===== config.mk =====
export PLATFORM = sky130hd
export DESIGN_NAME = fir_mode_ctrl
export DESIGN_NICKNAME = d
export VERILOG_FILES = /design/src/rtl/fir_mode_ctrl.sv
export SDC_FILE = /design/constraint.sdc
export NUM_CORES = 1
export LEC_CHECK = 0
export CAP_MARGIN = 15
export CELL_PAD_IN_SITES_DETAIL_PLACEMENT = 0
export CELL_PAD_IN_SITES_GLOBAL_PLACEMENT = 1
export CORE_UTILIZATION = 41
export DETAILED_ROUTE_END_ITERATION = 10
export DONT_BUFFER_PORTS = 1
export MAX_ROUTING_LAYER = met4
export PLACE_DENSITY = 0.82
export SYNTH_ARGS = -nofsm -noshare
export SYNTH_HDL_FRONTEND = slang
export SYNTH_SLANG_ARGS = --single-unit

===== constraint.sdc =====
create_clock -name clk -period 1.3 [get_ports clk]
set_input_delay 0.13 -clock clk [delete_from_list [all_inputs] [get_ports clk]]
set_output_delay 0.13 -clock clk [all_outputs]
set_load 0.05 [all_outputs]

===== src/rtl/fir_mode_ctrl.sv =====
// rtl/fir_mode_ctrl.sv - FIR mode sequencer: mode change handshake, delay-line flush and settle qualification
//
// Purpose:
//   Owns the mode word of a downstream FIR. A mode change clears the FIR
//   delay line for FLUSH_CYC cycles. Output valid is then withheld until
//   TAPS fresh input samples have been accepted. A request for the mode
//   already in use is acknowledged without disturbing the data path.
//
// Parameters:
//   TAPS      - accepted samples needed after a flush before output is valid
//   FLUSH_CYC - cycles fir_clr is held per flush
//   RST_MODE  - mode applied out of reset
//
// Ports:
//   clk       in   1  rising-edge clock
//   rst_n     in   1  asynchronous active-low reset
//   req       in   1  mode-change request level, held until ack
//   req_mode  in   2  requested mode, stable while req is high
//   din_vld   in   1  FIR input sample accepted this cycle
//   ack       out  1  single-cycle pulse, request taken
//   fir_mode  out  2  registered mode to the FIR
//   fir_clr   out  1  synchronous clear of the FIR delay line
//   dout_vld  out  1  FIR output valid this cycle
//   busy      out  1  high whenever not in RUN

module fir_mode_ctrl #(
    parameter int         TAPS      = 8,
    parameter int         FLUSH_CYC = 2,
    parameter logic [1:0] RST_MODE  = 2'd3
) (
    input  logic       clk,
    input  logic       rst_n,
    input  logic       req,
    input  logic [1:0] req_mode,
    input  logic       din_vld,
    output logic       ack,
    output logic [1:0] fir_mode,
    output logic       fir_clr,
    output logic       dout_vld,
    output logic       busy
);

    localparam int SCNT_W = $clog2(TAPS + 1);
    localparam int FCNT_W = $clog2(FLUSH_CYC + 1);

    localparam logic [SCNT_W-1:0] SCNT_LAST = SCNT_W'(TAPS - 1);
    localparam logic [FCNT_W-1:0] FCNT_LAST = FCNT_W'(FLUSH_CYC - 1);

    typedef enum logic [1:0] {
        ST_FLUSH  = 2'd0,
        ST_SETTLE = 2'd1,
        ST_RUN    = 2'd2
    } state_e;

    state_e            state_q, state_d;
    logic [FCNT_W-1:0] fcnt_q, fcnt_d;
    logic [SCNT_W-1:0] scnt_q, scnt_d;
    logic [1:0]        fir_mode_q, fir_mode_d;
    logic              ack_q, ack_d;
    logic              fir_clr_q, fir_clr_d;
    logic              dout_vld_q, dout_vld_d;
    logic              busy_q, busy_d;

    always_comb begin
        state_d    = state_q;
        fcnt_d     = fcnt_q;
        scnt_d     = scnt_q;
        fir_mode_d = fir_mode_q;
        ack_d      = 1'b0;

        case (state_q)
            ST_FLUSH: begin
                // Input samples are deliberately ignored here; the delay
                // line is being cleared so they would be lost anyway.
                if (fcnt_q == FCNT_LAST) begin
                    state_d = ST_SETTLE;
                    fcnt_d  = '0;
                    scnt_d  = '0;
                end else begin
                    fcnt_d = fcnt_q + FCNT_W'(1);
                end
            end

            ST_SETTLE: begin
                // The counter stops at TAPS-1: the sample that would take
                // it to TAPS is the one that releases the FSM into RUN.
                if (din_vld) begin
                    if (scnt_q == SCNT_LAST) begin
                        state_d = ST_RUN;
                    end else begin
                        scnt_d = scnt_q + SCNT_W'(1);
                    end
                end
            end

            ST_RUN: begin
                // Gating on ack_q gives the requester one cycle to drop req
                // and keeps ack from ever firing on back-to-back cycles.
                if (req && !ack_q) begin
                    ack_d = 1'b1;
                    if (req_mode != fir_mode_q) begin
                        fir_mode_d = req_mode;
                        state_d    = ST_FLUSH;
                        fcnt_d     = '0;
                    end
                end
            end

            default: begin
                state_d = ST_FLUSH;
                fcnt_d  = '0;
            end
        endcase

        // All flags are derived from the next state so that, once
        // registered, they line up exactly with the state they describe.
        fir_clr_d  = (state_d == ST_FLUSH);
        busy_d     = (state_d != ST_RUN);
        dout_vld_d = (state_d == ST_RUN) && din_vld;
    end

    always_ff @(posedge clk or negedge rst_n) begin
        if (!rst_n) begin
            state_q    <= ST_FLUSH;
            fcnt_q     <= '0;
            scnt_q     <= '0;
            fir_mode_q <= RST_MODE;
            ack_q      <= 1'b0;
            fir_clr_q  <= 1'b1;
            dout_vld_q <= 1'b0;
            busy_q     <= 1'b1;
        end else begin
            state_q    <= state_d;
            fcnt_q     <= fcnt_d;
            scnt_q     <= scnt_d;
            fir_mode_q <= fir_mode_d;
            ack_q      <= ack_d;
            fir_clr_q  <= fir_clr_d;
            dout_vld_q <= dout_vld_d;
            busy_q     <= busy_d;
        end
    end

    assign ack      = ack_q;
    assign fir_mode = fir_mode_q;
    assign fir_clr  = fir_clr_q;
    assign dout_vld = dout_vld_q;
    assign busy     = busy_q;

endmodule


== Word level (Yosys, flattened, before mapping) ==
Index checks and enable logic that the tools add are counted.
Storage, ports and cells
  input bits: 6
  bits in registers: 14
  logic and storage cells: 48
  output and inout bits: 6
Cells by class
  multiplexer cells: 16
  $add $sub $neg: 2
  reductions and logical operators: 9
  equal/unequal tests: 12
  bitwise gates (word level): 1
Operator list (number)
  $mux 2: 8
  $mux 4: 3
  $ne 2x2->1 const B: 6
  $pmux 2 s3: 2
  $pmux 4 s2: 1
  $reduce_and 3->1: 2
  $add 4x1->4 const B: 1
  $eq 2x1->1 const B: 2
  $eq 2x2->1 const B: 2
  $eq 4x3->1 const B: 1
  $logic_not 2->1: 2
  $reduce_and 4->1: 1
  $add 2x1->2 const B: 1
  $logic_and 1x1->1: 2
  $mux 1: 2
  $ne 2x2->1: 1
  $reduce_bool 2->1: 1
  $logic_not 1->1: 1
  $not 1->1: 1

== Depth between registers and ports, before layout ==
Gate-level depths: netlist of run 1.
  depth in word-level cells: 6
  depth in mapped cells: 4
  depth with buffers taken out: 4

== Worst setup path after synthesis of run 1 ==
No wires, ideal clock.
  path kind: register to register
  from: register ack_q (netlist: ack)
  to: register fir_mode_q[0] (netlist: fir_mode[0])
  setup time: 0.085 ns
  path buffers: 0
  data required time: 1.215 ns
  slack: -0.061 ns
  cell stages (with the launch flop): 4
  arrival time: 1.277 ns
  period minus slack after synthesis: 1.361 ns
  path through: dfrtp_1 > nand2b_1 > nor2_1 > mux2_1
On the way
  word-level cells in the longest chain between the ends: 3
Ends and longest elaborated chain
  from (decl): RTL line 59  | logic ack_q, ack_d;
  from (signal assigned): RTL line 137  | ack_q <= ack_d;
  $logic_not 1->1: RTL line 99  | if (req && !ack_q) begin
  $logic_and 1x1->1: RTL line 99
  $reduce_and 3->1 (no source line)
  to (signal assigned): RTL line 136  | fir_mode_q <= fir_mode_d;
  to (decl): RTL line 58  | logic [1:0] fir_mode_q, fir_mode_d;
Every way passes these cells.
A chain may end at the register's enable or synchronous reset.

== Final worst setup path of run 1 ==
  from: register state_q[0]
  to: register fir_clr_q (netlist: fir_clr)
On the way
  word-level cells in the longest chain between the ends: 4
  elaborated cells on any way between the ends: 10
  classes of those cells: eq/ne (2); mux (6); reduce/logical (2)
Ends and longest elaborated chain
  from (decl): RTL line 55  | state_e state_q, state_d;
  from (signal assigned): RTL line 133  | state_q <= state_d;
  $mux 2, on equally long branches: RTL line 101, 88
  $mux 2, on equally long branches: RTL line 99, 87
  $pmux 2 s3 (*): RTL line 71  | case (state_q)
  $logic_not 2->1 (*): RTL line 117  | fir_clr_d = (state_d == ST_FLUSH);
  via fir_clr_d: RTL line 60  | logic fir_clr_q, fir_clr_d;
  to (signal assigned): RTL line 138  | fir_clr_q <= fir_clr_d;
  to (decl): RTL line 60
The timed path passes the listed nets; every way through them passes the cells marked *.

==> results of run 1 <==
[path summary, 6_finish.rpt]
| path | from | endpoint |
|---|---|---|
| worst max-delay path | state_q[0]$_DFF_PN0_ | fir_clr$_DFF_PN1_ |
| worst min-delay path | din_vld | dout_vld$_DFF_PN0_ |
| worst max register to register | state_q[0]$_DFF_PN0_ | fir_clr$_DFF_PN1_ |
| worst min register to register | scnt_q[2]$_DFFE_PN0P_ | scnt_q[2]$_DFFE_PN0P_ |
| max in group asynchronous | rst_n | ack$_DFF_PN0_ |
| min in group asynchronous | rst_n | state_q[0]$_DFF_PN0_ |
[placed cells by master, fill, tap and decap left out, types with 3 or more instances in the layout]
| master | netlist | final |
|---|---|---|
| buf_4 | 0 | 8 |
| nand4_1 | 3 | 3 |
| a31oi_1 | 4 | 4 |
| nand2b_1 | 4 | 4 |
| dfrtp_1 | 10 | 8 |
| o21ai_1 | 4 | 4 |
| nand3_1 | 3 | 3 |
| clkbuf_4 | 0 | 3 |
| dlygate4sd3_1 | 0 | 4 |
| dfstp_2 | 4 | 4 |
| nand2_1 | 8 | 8 |
[cell type report]
type	count	area share [%]
Clock buffer	4	4.179
Tap cell	16	2.305
Inverter	1	0.4323
Multi-Input combinational cell	50	40.35
Timing Repair Buffer	12	11.53
Sequential cell	14	41.21
[worst max-delay path: cells and delay by family (launching register included)]
family,cells,cell delay (ns)
AOI/OAI and AO/OA,1,0.10
DFF,1,0.41
and+or+nand+nor,2,0.68
[power groups by stage]
stage / combinational (W) / sequential [W] / clock (W)
floorplan: 0.000514 / 0.000945 / 0
global placement: 0.000809 / 0.000835 / 0
detailed placement: 0.000827 / 0.000847 / 0
CTS: 0.000848 / 0.000839 / 0.000326
global route: 0.000994 / 0.000873 / 0.000342
finish: 0.000900 / 0.000843 / 0.000317
[logic make-up after synthesis]
kind of cell               count (synthesis)  synth area share [%]
AOI/OAI and AO/OA                         15                 12.90
buffers and inverters                      3                 2.826
muxes                                      3                 4.593
DFF                                       14                 50.18
and+or+nand+nor                           29                 25.26
xor gates and xnor gates                   2                 2.474
adders and majority gates                  1                 1.767
[metal layers]
layer | wire [microns] | vias to the layer above | GRT usage, %
met2 | 701 | 16 | 27.46
li1 | - | 267 | -
met4 | 23 | 0 | 9.375
met5 | 0 | - | -
met1 | 657 | 274 | 23.20
met3 | 64 | 4 | 7.500
[registers in the layout, indices dropped and copies added (netlist names)]
name	cells
dout_vld	1
ack	1
busy	1
fir_clr	1
scnt_q	4
state_q	2
fir_mode	2
fcnt_q	2
[what timing repair did]
action	CTS	global route
setup buffers	0	1
resized for setup	0	5
hold buffers	4	0
endpoints found under the hold margin	17	0
endpoints found under the setup margin	0	6
[through the flow]
step | instance area [sq um] | hold slack, ns
final | 868.3 | 0.05050
after CTS | 845.8 | 0.03041
after detailed placement | 769.5 | -0.1652
after global routing | 868.3 | 0.04613
after floorplan | 713.2 | -0.1656
after global placement | 769.5 | -0.1653
==> summary.txt, run 1 <==
Synthesis
  – Cell area after synthesis: roughly 700 sq um
  – Post-Syn Nets: 74
  – Cell taking the most area after synthesis: dfrtp_1
  – Synth top area cells: dfrtp_1 35%, dfstp_2 15%, nand2_1 4.2%, a31oi_1 3.5%, nand2b_1 3.5%
  – Seq/Total Area, Yosys: 50.18%
  – Ys async rst share: between 90% and 100%
  – Post-synth EDFFs: 0
  – Yosys top cell area share: 35.34%
  – Seq cells post-synth: 14
  – Gate Count Post-Synth: 67
  – Yosys warning count: 0
  – Synth cell types: 29
  – Syn_area_per_cell: around 11 sq um
  – Count leader, synth: dfrtp_1
  – Post-synth top cells: 10 x dfrtp_1, 8 x nand2_1
  – Most used DFF post-synth: dfrtp_1

Routing
  – DR WL/cell: between 10 and 15 microns
  – Post-route DRC: 2
  – Vias: 561
  – Total wire length: 1.447 mm
  – DRT Pass-1 Iters: 7
  – Avg Vias per Cell: 5.784
  – Detailed Route Iter0 Violations: 17
  – ANT nets after route: 0

STA
  – Rel. slew slack: 57.44%
  – Max Clock Freq: 799.1 MHz
  – Final setup skew: 0.0007558 ns
  – Setup TNS: 0 ns
  – Actual slew at the worst max-slew pin: between 0.6 and 0.7 ns
  – Fin worst setup slack: 0.04865 ns
  – Tcrit/Tclk final: 96.26%
  – Setup violators final: 0
  – Minimum clock period: 1.251 ns
  – Max Slew Vio Count: 0
  – Final count of hold timing violations: 0

Outcome
  – Violated checks: design-rule violations
  – Status: complete, but fails checks

Placed design
  – Final HPWL DP: 997.2 microns
  – I/O Buffers: 0
  – GP Congestion: 0.8012
  – Pre-CTS WS: about 0.036 ns
  – Placed insts: 88

Worst setup path
  – CP Data Arrival Time: 1.47 ns
  – CP Max Fanout: 4
  – Worst Reg-to-Reg Cells: 3
  – Reg2reg setup slack: slightly below 0.05 ns
  – Kind of end point of the critical path: flip-flop
  – Slowest CP cell: or4b_4
  – CP Cell Sequence: or4b_4 > nor2b_4 > o21a_1
  – CP max stage delay: 0.54 ns
  – Critical path required time: 1.52 ns
  – Crit path kind: reg -> reg
  – CP startpoint kind: flip-flop

Final layout
  – Finished Layout Cells: a little under 100
  – Area of the multi-input gates: 350.3 sq um
  – # diodes: 0
  – Fin nets: 89
  – Layout cells sized above 1: between 30% and 40%
  – Sequential cell area: 357.8 sq um
  – Fillers: 130
  – Final Util: 55.70%
  – Layout area overhead: 22.61%

Flow run
  – Max-cap violations: 0

Clocking
  – CTS Buf Count: 3
  – TritonCTS clock tree: built
  – Root buffer cell: clkbuf_4
  – Clk sinks: 14
  – Worst-path clk slew: approximately 0.080 ns
  – Clock latency on the worst-skew pair: around 0.28 ns
  – Worst-case clock buffer depth: 2
  – CTS H-Tree Depth: 1

Global routing
  – First-pass GRT wire length: around 2.5 mm
  – Tot GR Track Use: approximately a fifth
  – Vias in the first global route: 570
  – Initial antenna violation count: 0
  – Largest net degree at the start of global routing: 15
  – Global route total overflow: 0

Power and ir drop
  – Final Power: 0.002060 W
  – P per Cell Area: 2372 mW/mm^2
  – Power share of the clock group: 15.4%
  – Net Sw Frac: roughly 41%
  – Leak Pwr: 0.3796 nW
  – Max VDD drop: 0.001163 V
  – Comb pwr share: 43.7%
  – Internal: 0.001213 W
  – Part of the power in registers: 40.9%
  – Switching power: 0.0008466 W

Worst hold path
  – Hold depth: 2
  – Hold Path Class: in -> reg

Die
  – Area of the die: 0.001897 sq mm
  – Row cnt: 14
  – Die X: 43.56 microns
  – Starting Density: between 40% and 50%
  – Core area: 0.001559 sq mm
  – Die Ht: 43.56 microns
  – Number of top-level pins: 12
Note: power is estimated with default switching activity, not from simulation.
==> run 2: changes to the inputs <==
- CORE_UTILIZATION: 41 -> 45
- PLACE_DENSITY: 0.82 -> 0.85
- SKIP_CTS_REPAIR_TIMING: unset -> 1
- clock period: 1.3 -> 1.4 ns (I/O delays scaled with it)
==> summary.txt, run 2 (synthesis gave the netlist of run 1 again) <==
Outcome
  – Status: complete, but fails checks (unchanged)
  – Violated checks: negative hold slack (was design-rule violations)

Clocking
  – Worst-path clk slew: 0.08 ns (about the same)
  – Clock latency on the worst-skew pair: 0.28 ns (about the same)
  – Root buffer cell: clkbuf_4 (unchanged)
  – Clk sinks: 14 (unchanged)
  – CTS H-Tree Depth: 1 (unchanged)
  – Worst-case clock buffer depth: 2 (unchanged)
  – CTS Buf Count: 3 (unchanged)
  – TritonCTS clock tree: built (unchanged)

STA
  – Tcrit/Tclk final: 91.71% (was 96.26%)
  – Setup TNS: 0 ns (unchanged)
  – Setup violators final: 0 (unchanged)
  – Final count of hold timing violations: 1 (was 0)
  – Final setup skew: 0.005889 ns (was 0.0007558 ns)
  – RSZ-0062 raised after global routing: no
  – Minimum clock period: 1.284 ns (was 1.251 ns)
  – Max Slew Vio Count: 0 (unchanged)
  – Max Clock Freq: 778.9 MHz (was 799.1 MHz)
  – Actual slew at the worst max-slew pin: 0.6158 ns (was 0.6363 ns)
  – WHS: -0.006889 ns (was 0.05050 ns)
  – Rel. slew slack: 58.81% (was 57.44%)
  – Fin worst setup slack: 0.1161 ns (was 0.04865 ns)

Placed design
  – Post-placement cell area: 763.2 sq um (was 769.5 sq um)
  – I/O Buffers: 0 (unchanged)
  – Placed insts: 87 (was 88)
  – Final HPWL DP: 883.7 microns (was 997.2 microns)
  – Pre-CTS WS: 0.1355 ns (was 0.03645 ns)
  – GP Congestion: 0.8679 (was 0.8012)

Die
  – Die Ht: 41.67 microns (was 43.56 microns)
  – Core area: 0.001383 sq mm (was 0.001559 sq mm)
  – Row cnt: 13 (was 14)
  – Area of the die: 0.001736 sq mm (was 0.001897 sq mm)
  – Number of top-level pins: 12 (unchanged)
  – Die X: 41.67 microns (was 43.56 microns)
  – Starting Density: 51.22% (was 45.43%)

Routing
  – DR WL/cell: 13.33 microns (was 14.92 microns)
  – Met1 WL: 627 microns (was 657 microns)
  – Uppermost layer routed: met4 (unchanged)
  – Met2 wire length: 529 microns (was 701 microns)
  – Detailed Route Iter0 Violations: 9 (was 17)
  – Post-route DRC: 0 (was 2)
  – DRT Pass-1 Iters: 2 (was 7)
  – ANT nets after route: 0 (unchanged)
  – WL met3: 45 microns (was 64 microns)
  – Vias: 519 (was 561)
  – Total wire length: 1.240 mm (was 1.447 mm)
  – Avg Vias per Cell: 5.581 (was 5.784)

Worst hold path
  – Hold Path Class: in -> reg (unchanged)
  – Hold depth: 1 (was 2)

Final layout
  – Most common cell after layout, fill and taps aside: dfrtp_1
  – Largest register FFs: 4 (unchanged)
  – Fin nets: 86 (was 89)
  – Largest Register: scnt_q (unchanged)
  – Layout cells sized above 1: 23.08% (was 30.86%)
  – Final Util: 58.55% (was 55.70%)
  – # diodes: 0 (unchanged)
  – Commonest non-fill, non-tap cells in the layout: 10 x dfrtp_1, 8 x nand2_1, 7 x buf_4 (was 8 x nand2_1, 8 x dfrtp_1, 8 x buf_4)
  – Design area: 809.5 sq um (was 868.3 sq um)
  – Fillers: 123 (was 130)
  – Finished Layout Cells: 93 (was 97)
  – Layout area overhead: 14.31% (was 22.61%)

Power and ir drop
  – Leak Pwr: 0.3597 nW (was 0.3796 nW)
  – Max VDD drop: 0.001125 V (was 0.001163 V)
  – P per Cell Area: 2169 mW/mm^2 (was 2372 mW/mm^2)

Worst setup path
  – Kind of end point of the critical path: flip-flop (unchanged)
  – Critical path required time: 1.61 ns (was 1.52 ns)
  – CP Cell Sequence: or4b_4 > nor2b_4 > o21a_1 (unchanged)
  – Worst Setup EP: fir_clr$_DFF_PN1_ (unchanged)
  – Reg2reg end: fir_clr$_DFF_PN1_ (unchanged)
  – CP Data Arrival Time: 1.50 ns (was 1.47 ns)
  – Crit path kind: reg -> reg (unchanged)
  – Critical R2R Launch: state_q[0]$_DFF_PN0_ (unchanged)
  – Slowest CP cell: or4b_4 (unchanged)
  – Worst Reg-to-Reg Cells: 3 (unchanged)
  – Worst setup path startpoint: state_q[0]$_DFF_PN0_ (unchanged)
  – CP Max Fanout: 6 (was 4)
  – Reg2reg setup slack: 0.12 ns (was 0.05 ns)
  – CP max stage delay: 0.56 ns (was 0.54 ns)
  – CP startpoint kind: flip-flop (unchanged)

Global routing
  – Largest net degree at the start of global routing: 15 (unchanged)
  – Global route total overflow: 0 (unchanged)
  – Tot GR Track Use: 18.38% (was 19.10%)
  – Initial antenna violation count: 0 (unchanged)
  – Vias in the first global route: 492 (was 570)
  – First-pass GRT wire length: 2.208 mm (was 2.470 mm)

Flow run
  – Max-cap violations: 0 (unchanged)
-- run 2: layout make-up --
cell class / count / area (sq um) / share of cell area [%]
Tap cell: 15 / 18.77 / 2.318
Clock buffer: 4 / 26.28 / 3.246
Multi-Input combinational cell: 50 / 332.8 / 41.11
Timing Repair Buffer: 9 / 72.57 / 8.964
Inverter: 1 / 3.754 / 0.4637
Sequential cell: 14 / 355.3 / 43.89
-- run 2: power breakdown --
part	switching [W]	total [W]	leakage [nW]	internal, W
Combinational	0.000403	0.000735	0.176	0.000333
Clock	0.000123	0.000233	0.0150	0.000111
Sequential	0.000203	0.000787	0.169	0.000584
-- run 2: critical path: cells and delay by family (launching register included) --
kind	cells	cell delay (ns)
AO/OA/AOI/OAI	1	0.10
AND/OR/NAND/NOR	2	0.70
flip-flops	1	0.42
-- run 2: how the worst min path moves through the flow --
stage / start / endpoint
2_1_floorplan: rst_n / ack$_DFF_PN0_
3_3_place_gp: rst_n / scnt_q[2]$_DFFE_PN0P_
3_5_place_dp: rst_n / scnt_q[2]$_DFFE_PN0P_
4_1_cts: rst_n / scnt_q[0]$_DFFE_PN0P_
5_1_grt: req_mode[0] / fir_mode[0]$_DFFE_PN1P_
6_report: req_mode[0] / fir_mode[0]$_DFFE_PN1P_
-- run 2: routing by layer --
layer	up-vias	global-route usage (%)
met4	0	11.61
met3	5	7.826
met1	241	22.75
li1	265	-
met2	8	24.38
met5	-	-
-- run 2: per-stage QoR --
| stage | hold slack (ns) | total power (W) |
|---|---|---|
| CTS | -0.4703 | 0.001756 |
| global route | -0.007151 | 0.001886 |
| global placement | -0.1553 | 0.001504 |
| detailed placement | -0.1553 | 0.001514 |
| floorplan | -0.1556 | 0.001345 |
| finish | -0.006889 | 0.001756 |
